## src/rtl/mesi_isc_nport.sv

```systemverilog
// rtl/mesi_isc_nport.sv - N-port MESI intersection controller with round-robin broadcast queue
// Purpose: arbitrates WR_BROAD/RD_BROAD requests from NUM_CPU main-bus ports into a
// broadcast FIFO, then runs each head entry as a snoop phase to every other CPU
// followed by an enable phase to the originating CPU.
// Ports:
//   clk, rst            clock, asynchronous active-high reset
//   mbus_cmd_i/addr_i   per-CPU main-bus command/address, CPU i in slice i
//   cbus_ack_i          per-CPU coherence-bus acknowledge
//   mbus_ack_o          one-cycle accept pulse to the winning CPU
//   cbus_addr_o         address of the entry in service (0 when idle)
//   cbus_cmd_o          per-CPU coherence command
//   broad_id_o          sequence id of the entry in service (0 when idle)
//   fifo_count_o        broadcast FIFO occupancy
//   busy_o              engine not idle
module mesi_isc_nport #(
  parameter int NUM_CPU               = 4,
  parameter int CPU_ID_WIDTH          = 2,
  parameter int ADDR_WIDTH            = 32,
  parameter int MBUS_CMD_WIDTH        = 3,
  parameter int CBUS_CMD_WIDTH        = 3,
  parameter int BROAD_ID_WIDTH        = 5,
  parameter int BROAD_FIFO_DEPTH      = 4,
  parameter int BROAD_FIFO_DEPTH_LOG2 = 2
) (
  input  logic                               clk,
  input  logic                               rst,
  input  logic [NUM_CPU*MBUS_CMD_WIDTH-1:0]  mbus_cmd_i,
  input  logic [NUM_CPU*ADDR_WIDTH-1:0]      mbus_addr_i,
  input  logic [NUM_CPU-1:0]                 cbus_ack_i,
  output logic [NUM_CPU-1:0]                 mbus_ack_o,
  output logic [ADDR_WIDTH-1:0]              cbus_addr_o,
  output logic [NUM_CPU*CBUS_CMD_WIDTH-1:0]  cbus_cmd_o,
  output logic [BROAD_ID_WIDTH-1:0]          broad_id_o,
  output logic [BROAD_FIFO_DEPTH_LOG2:0]     fifo_count_o,
  output logic                               busy_o
);

  localparam logic [MBUS_CMD_WIDTH-1:0] MBUS_WR_BROAD = MBUS_CMD_WIDTH'(3);
  localparam logic [MBUS_CMD_WIDTH-1:0] MBUS_RD_BROAD = MBUS_CMD_WIDTH'(4);
  localparam logic [CBUS_CMD_WIDTH-1:0] CBUS_WR_SNOOP = CBUS_CMD_WIDTH'(1);
  localparam logic [CBUS_CMD_WIDTH-1:0] CBUS_RD_SNOOP = CBUS_CMD_WIDTH'(2);
  localparam logic [CBUS_CMD_WIDTH-1:0] CBUS_EN_WR    = CBUS_CMD_WIDTH'(3);
  localparam logic [CBUS_CMD_WIDTH-1:0] CBUS_EN_RD    = CBUS_CMD_WIDTH'(4);
  localparam int CNT_W = BROAD_FIFO_DEPTH_LOG2 + 1;

  typedef enum logic [1:0] {IDLE, SNOOP, ENABLE} state_t;

  state_t                            state_q, state_d;
  logic [CPU_ID_WIDTH-1:0]           ptr_q;
  logic [BROAD_ID_WIDTH-1:0]         id_cnt_q;
  logic [BROAD_FIFO_DEPTH_LOG2-1:0]  wr_ptr_q, rd_ptr_q;
  logic [CNT_W-1:0]                  count_q, count_d;
  logic [NUM_CPU-1:0]                ack_q, ack_d;
  logic [NUM_CPU-1:0]                sticky_q, sticky_d;
  logic [NUM_CPU*CBUS_CMD_WIDTH-1:0] cbus_cmd_q, cbus_cmd_d;
  logic [ADDR_WIDTH-1:0]             cbus_addr_q, cbus_addr_d;
  logic [BROAD_ID_WIDTH-1:0]         broad_id_q, broad_id_d;
  logic                              busy_q;

  logic [ADDR_WIDTH-1:0]     fifo_addr_q [BROAD_FIFO_DEPTH];
  logic                      fifo_rd_q   [BROAD_FIFO_DEPTH];  // 1 = read broadcast
  logic [CPU_ID_WIDTH-1:0]   fifo_cpu_q  [BROAD_FIFO_DEPTH];
  logic [BROAD_ID_WIDTH-1:0] fifo_id_q   [BROAD_FIFO_DEPTH];

  logic [NUM_CPU-1:0]        req;
  logic                      found, accept, pop, win_rd;
  logic [CPU_ID_WIDTH-1:0]   winner, ptr_d;
  logic [ADDR_WIDTH-1:0]     win_addr;
  logic [NUM_CPU-1:0]        origin_mask;
  logic                      head_rd;
  int                        arb_idx;

  // Round-robin search starting at ptr_q; a port acked this cycle is still
  // holding its request and must not win again.
  always_comb begin
    req      = '0;
    found    = 1'b0;
    winner   = '0;
    arb_idx  = 0;
    win_rd   = 1'b0;
    win_addr = '0;
    for (int i = 0; i < NUM_CPU; i++) begin
      req[i] = !ack_q[i] &&
               ((mbus_cmd_i[i*MBUS_CMD_WIDTH +: MBUS_CMD_WIDTH] == MBUS_WR_BROAD) ||
                (mbus_cmd_i[i*MBUS_CMD_WIDTH +: MBUS_CMD_WIDTH] == MBUS_RD_BROAD));
    end
    for (int k = 0; k < NUM_CPU; k++) begin
      arb_idx = int'(ptr_q) + k;
      if (arb_idx >= NUM_CPU) arb_idx = arb_idx - NUM_CPU;
      if (!found && req[CPU_ID_WIDTH'(arb_idx)]) begin
        found  = 1'b1;
        winner = CPU_ID_WIDTH'(arb_idx);
      end
    end
    for (int i = 0; i < NUM_CPU; i++) begin
      if (CPU_ID_WIDTH'(i) == winner) begin
        win_rd   = (mbus_cmd_i[i*MBUS_CMD_WIDTH +: MBUS_CMD_WIDTH] == MBUS_RD_BROAD);
        win_addr = mbus_addr_i[i*ADDR_WIDTH +: ADDR_WIDTH];
      end
    end
  end

  // Full is judged on the registered count only, so a same-cycle pop never frees a slot early.
  assign accept = found && (count_q != CNT_W'(BROAD_FIFO_DEPTH));
  assign ptr_d  = (winner == CPU_ID_WIDTH'(NUM_CPU - 1)) ? '0 : winner + CPU_ID_WIDTH'(1);

  always_comb begin
    origin_mask = '0;
    for (int j = 0; j < NUM_CPU; j++) begin
      origin_mask[j] = (CPU_ID_WIDTH'(j) == fifo_cpu_q[rd_ptr_q]);
    end
  end
  assign head_rd = fifo_rd_q[rd_ptr_q];
  assign pop     = (state_q == ENABLE) && |(cbus_ack_i & origin_mask);

  always_comb begin
    state_d  = state_q;
    sticky_d = sticky_q;
    case (state_q)
      IDLE: begin
        if (count_q != '0) begin
          state_d  = SNOOP;
          sticky_d = '0;
        end
      end
      SNOOP: begin
        // Origin acks are masked off; the last snoop ack moves on in the same edge.
        sticky_d = sticky_q | (cbus_ack_i & ~origin_mask);
        if (&(sticky_d | origin_mask)) state_d = ENABLE;
      end
      ENABLE: begin
        if (pop) state_d = IDLE;
      end
      default: state_d = IDLE;
    endcase
  end

  always_comb begin
    count_d = count_q;
    if (accept && !pop)      count_d = count_q + CNT_W'(1);
    else if (!accept && pop) count_d = count_q - CNT_W'(1);
    ack_d = '0;
    if (accept) ack_d[winner] = 1'b1;
  end

  // Next-cycle output image. The head entry is stable whenever state_d is not
  // IDLE because a pop always returns the engine to IDLE.
  always_comb begin
    cbus_cmd_d  = '0;
    cbus_addr_d = '0;
    broad_id_d  = '0;
    if (state_d != IDLE) begin
      cbus_addr_d = fifo_addr_q[rd_ptr_q];
      broad_id_d  = fifo_id_q[rd_ptr_q];
      for (int j = 0; j < NUM_CPU; j++) begin
        if (origin_mask[j]) begin
          if (state_d == ENABLE)
            cbus_cmd_d[j*CBUS_CMD_WIDTH +: CBUS_CMD_WIDTH] = head_rd ? CBUS_EN_RD : CBUS_EN_WR;
        end else if (state_d == SNOOP && !sticky_d[j]) begin
          cbus_cmd_d[j*CBUS_CMD_WIDTH +: CBUS_CMD_WIDTH] = head_rd ? CBUS_RD_SNOOP : CBUS_WR_SNOOP;
        end
      end
    end
  end

  always_ff @(posedge clk or posedge rst) begin
    if (rst) begin
      state_q     <= IDLE;
      ptr_q       <= '0;
      id_cnt_q    <= '0;
      wr_ptr_q    <= '0;
      rd_ptr_q    <= '0;
      count_q     <= '0;
      ack_q       <= '0;
      sticky_q    <= '0;
      cbus_cmd_q  <= '0;
      cbus_addr_q <= '0;
      broad_id_q  <= '0;
      busy_q      <= 1'b0;
      for (int i = 0; i < BROAD_FIFO_DEPTH; i++) begin
        fifo_addr_q[i] <= '0;
        fifo_rd_q[i]   <= 1'b0;
        fifo_cpu_q[i]  <= '0;
        fifo_id_q[i]   <= '0;
      end
    end else begin
      state_q     <= state_d;
      sticky_q    <= sticky_d;
      count_q     <= count_d;
      ack_q       <= ack_d;
      cbus_cmd_q  <= cbus_cmd_d;
      cbus_addr_q <= cbus_addr_d;
      broad_id_q  <= broad_id_d;
      busy_q      <= (state_d != IDLE);
      if (accept) begin
        fifo_addr_q[wr_ptr_q] <= win_addr;
        fifo_rd_q[wr_ptr_q]   <= win_rd;
        fifo_cpu_q[wr_ptr_q]  <= winner;
        fifo_id_q[wr_ptr_q]   <= id_cnt_q;
        wr_ptr_q              <= wr_ptr_q + BROAD_FIFO_DEPTH_LOG2'(1);
        id_cnt_q              <= id_cnt_q + BROAD_ID_WIDTH'(1);
        ptr_q                 <= ptr_d;
      end
      if (pop) rd_ptr_q <= rd_ptr_q + BROAD_FIFO_DEPTH_LOG2'(1);
    end
  end

  assign mbus_ack_o   = ack_q;
  assign cbus_cmd_o   = cbus_cmd_q;
  assign cbus_addr_o  = cbus_addr_q;
  assign broad_id_o   = broad_id_q;
  assign fifo_count_o = count_q;
  assign busy_o       = busy_q;

endmodule

```

## config.mk

```make
export PLATFORM = sky130hd
export DESIGN_NAME = mesi_isc_nport
export DESIGN_NICKNAME = d
export VERILOG_FILES = /design/src/rtl/mesi_isc_nport.sv
export SDC_FILE = /design/constraint.sdc
export NUM_CORES = 1
export LEC_CHECK = 0
export ABC_AREA = 1
export BUFFER_PORTS_ARGS = -buffer_cell sky130_fd_sc_hd__buf_4
export CAP_MARGIN = 20
export CORE_ASPECT_RATIO = 1.25
export CORE_MARGIN = 2
export CORE_UTILIZATION = 55
export CTS_CLUSTER_DIAMETER = 30
export DETAILED_ROUTE_END_ITERATION = 6
export PLACE_DENSITY_LB_ADDON = 0.15
export SLEW_MARGIN = 10
export SYNTH_ARGS = -nofsm -noshare
export SYNTH_HDL_FRONTEND = slang
export SYNTH_SLANG_ARGS = --single-unit
```

## constraint.sdc

```tcl
create_clock -name clk -period 10.9 [get_ports clk]
set_input_delay 0.545 -clock clk [delete_from_list [all_inputs] [get_ports clk]]
set_output_delay 0.545 -clock clk [all_outputs]
set_load 0.005 [all_outputs]
```

==> flow_metrics.py <==
metrics = {
    "outcome": {
        "status": "finished, final reports clean",
    },
    "critical_path": {
        "startpoint_type": "flop",
        "crit_buf_inv": 5,
        "cp.required_ns": 11.28,
        "end_kind": "flop",
        "worst-setup-path-type": "reg2reg",
        "regToRegSetupSlack_ns": 6.89,
        "cp_slowest_cell": "buf_4",
        "cp_slowest_stage_delay_ns": 0.72,
        "rr_worst_depth": 17,
        "reg2reg_to": "fifo_count_o[2]",
        "worst_ep_arrival_time_ns": 4.40,
        "crit_family": "buffers and inverters",
        "reg2reg_from": "rd_ptr_q[0]",
        "path_cells": "buf_4, inv_2, buf_4, nand2_1, nand3_1, nand2_2, nand2_4, inv_2, nand2_1, o21ai_2, o21ai_0, ha_1, inv_1, fa_1, a21oi_1, o21ai_0, xor2_1",
        "crit_fanout": 82,
    },
    "drt": {
        "viasPerCell": 5.39,
        "wire_per_inst_um": 15.6,
        "drtAntennaViolNets": 0,
        "wl_um": 28400,
        "num_vias": 9806,
        "drc": 0,
        "firstDrtPassIters": 6,
        "drt-initial-drc-count": 826,
    },
    "logic_synthesis": {
        "synth-seq-cells": 234,
        "avgSynthCellArea_sq_um": 8.41,
        "synth_commonest_cells": "nand2_1, dfrtp_1, o21ai_0",
        "ys_seq_area_frac": 0.515,
        "synth_fp_nets": 1508,
        "synth.most_common_cell": "nand2_1",
        "synthesis.instances": 1351,
        "synth_edf_count": 0,
        "ys.flop_type": "dfrtp_1",
        "yosysUniqueCellTypes": 37,
        "async_flop_share": 1.00,
        "syn_area_sq_um": 11400,
        "yosysTopAreaCell": "dfrtp_1",
        "synth.area.top_cells": "dfrtp_1, nand2_1, o21ai_0",
        "ys_warn_count": 0,
        "synth_top_area_share": 0.515,
    },
    "floorplan": {
        "rows": 58,
        "start_util": 0.563,
        "boundaryPins": 203,
        "dieArea_sq_um": 21800,
        "core_sq_um": 20200,
        "die_h_um": 165,
        "dieWidth_um": 133,
    },
    "cts": {
        "root_buffer": "clkbuf_16",
        "post_cts_buffers": 0,
        "clockBufferDepth": 3,
        "htreeDepth": 2,
        "clock-sinks": 234,
        "path_clk_slew_ns": 0.05,
        "cts_resized": 0,
        "cts_tree": "done",
        "ctsHoldBuffers": 0,
        "clk_latency_ns": 0.52,
        "numCtsBuffers": 39,
    },
    "sta": {
        "fin_crit_ns": 4.01,
        "finalHoldViolCount": 0,
        "fmax_mhz": 249,
        "layout_worst_path_cycle_share": 0.368,
        "setup-violations-final": 0,
        "rsz0062_at_grt": "no",
        "tightest_slew_ns": 0.949,
        "maxSlewViolCount": 0,
        "worst_clock_skew_ns": 0.0223,
        "fin_setup_tns_ns": 0,
        "max_slew_margin": 0.368,
    },
    "final_layout": {
        "area_growth_pct": 25.8,
        "fillers": 1658,
        "drive_above_1_share": 0.228,
        "diodes": 0,
        "instances_no_fill": 1820,
        "fin_area_sq_um": 14300,
        "final_nets": 1677,
    },
    "global_route": {
        "grt_pass1_vias": 9439,
        "grt_antenna_before_repair": 0,
        "grt-ovfl-total": 0,
        "grt_first_pass_wirelength_um": 46700,
        "grt_max_degree": 106,
        "grt_usage": 0.265,
    },
    "power": {
        "ir_worst_vdd_v": 0.000358,
        "power_leakage_nw": 6.96,
        "p_per_area_nw_per_um2": 397,
    },
    "flow_run": {
        "cap_violations": 0,
    },
    "hold_path": {
        "min_path_type": "in2async",
    },
    "place": {
        "place_congestion": 0.863,
        "port_buffers": 202,
        "hpwl_um": 17400,
        "numPlacedInstances": 1749,
        "place_area_sq_um": 12900,
    },
}
## registers in the layout, summed over array words and instances, names as in the netlist, 4 cells and up
name / cells
fifo_id_q: 20
fifo_rd_q: 4
fifo_cpu_q: 8
broad_id_o: 5
id_cnt_q: 5
cbus_cmd_o: 12
mbus_ack_o: 4
fifo_addr_q: 128
cbus_addr_o: 32
sticky_q: 4
## worst max-delay path by stage
stage	start	end	slack, ns	cells past startpoint
final	rd_ptr_q[0]	fifo_count_o[2]	6.89	17
after global routing	rd_ptr_q[0]	fifo_count_o[2]	6.50	17
after CTS	rd_ptr_q[0]	fifo_count_o[2]	6.88	17
after detailed placement	rd_ptr_q[0]	fifo_count_o[2]	6.92	17
after global placement	rd_ptr_q[0]	fifo_count_o[2]	6.96	17
after floorplan	rst	broad_id_o[0]	3.94	1
## layout by cell type, fill, tap and decap left out, types with 8 or more instances in the layout
master,n
nand2_1,431
dfrtp_1,233
buf_4,216
o21ai_0,171
a21oi_1,137
nor2_1,69
inv_1,59
clkbuf_16,40
a32o_1,37
nand3_1,25
nor2_4,21
nand3_2,10
nand2_4,10
nand4_1,10
nand2_2,8
ha_1,8
## metrics by stage
| step | utilization | hold slack, ns | power, mW | setup WS, ns |
|---|---|---|---|---|
| floorplan | - | 0.449 | 3.61 | 3.94 |
| global placement | 0.639 | 0.465 | 4.31 | 6.96 |
| detailed placement | 0.639 | 0.473 | 4.38 | 6.92 |
| CTS | 0.709 | 0.179 | 5.71 | 6.88 |
| global route | 0.709 | 0.195 | 6.16 | 6.50 |
| finish | 0.709 | 0.130 | 5.67 | 6.89 |
## cell type report
| type | instances | area [sq um] | area share |
|---|---|---|---|
| sequential | 234 | 5860 | 0.410 |
| clock inverter | 24 | 319 | 0.0223 |
| timing repair buffer | 216 | 1620 | 0.113 |
| inverter | 67 | 259 | 0.0181 |
| tap | 270 | 338 | 0.0236 |
| multi-input combinational | 962 | 4820 | 0.337 |
| clock buffer | 47 | 1090 | 0.0760 |
## metal layers
layer  up-vias  wire (um)  track usage
met5         -          0            0
met4         0        584       0.0748
met3        49       1760       0.0506
met2       346      14300        0.464
met1      4611      11800        0.338
li1       4800          -            -
## cells by family after synthesis
logic type      count (synthesis)  share of synthesized area
fa+ha+maj                      11                     0.0128
simple gates                  590                      0.229
compound gates                351                      0.173
xor+xnor                        9                    0.00760
buf+inv                       155                     0.0615
mux                             1                   0.000991
flops                         234                      0.515
## report_power, final
| part | leakage [nW] | internal, mW | switching, mW |
|---|---|---|---|
| clock | 0.669 | 0.843 | 0.442 |
| sequential | 3.01 | 1.25 | 0.183 |
| combinational | 3.28 | 0.969 | 1.99 |
No activity file was read; power rests on OpenSTA's default activity.
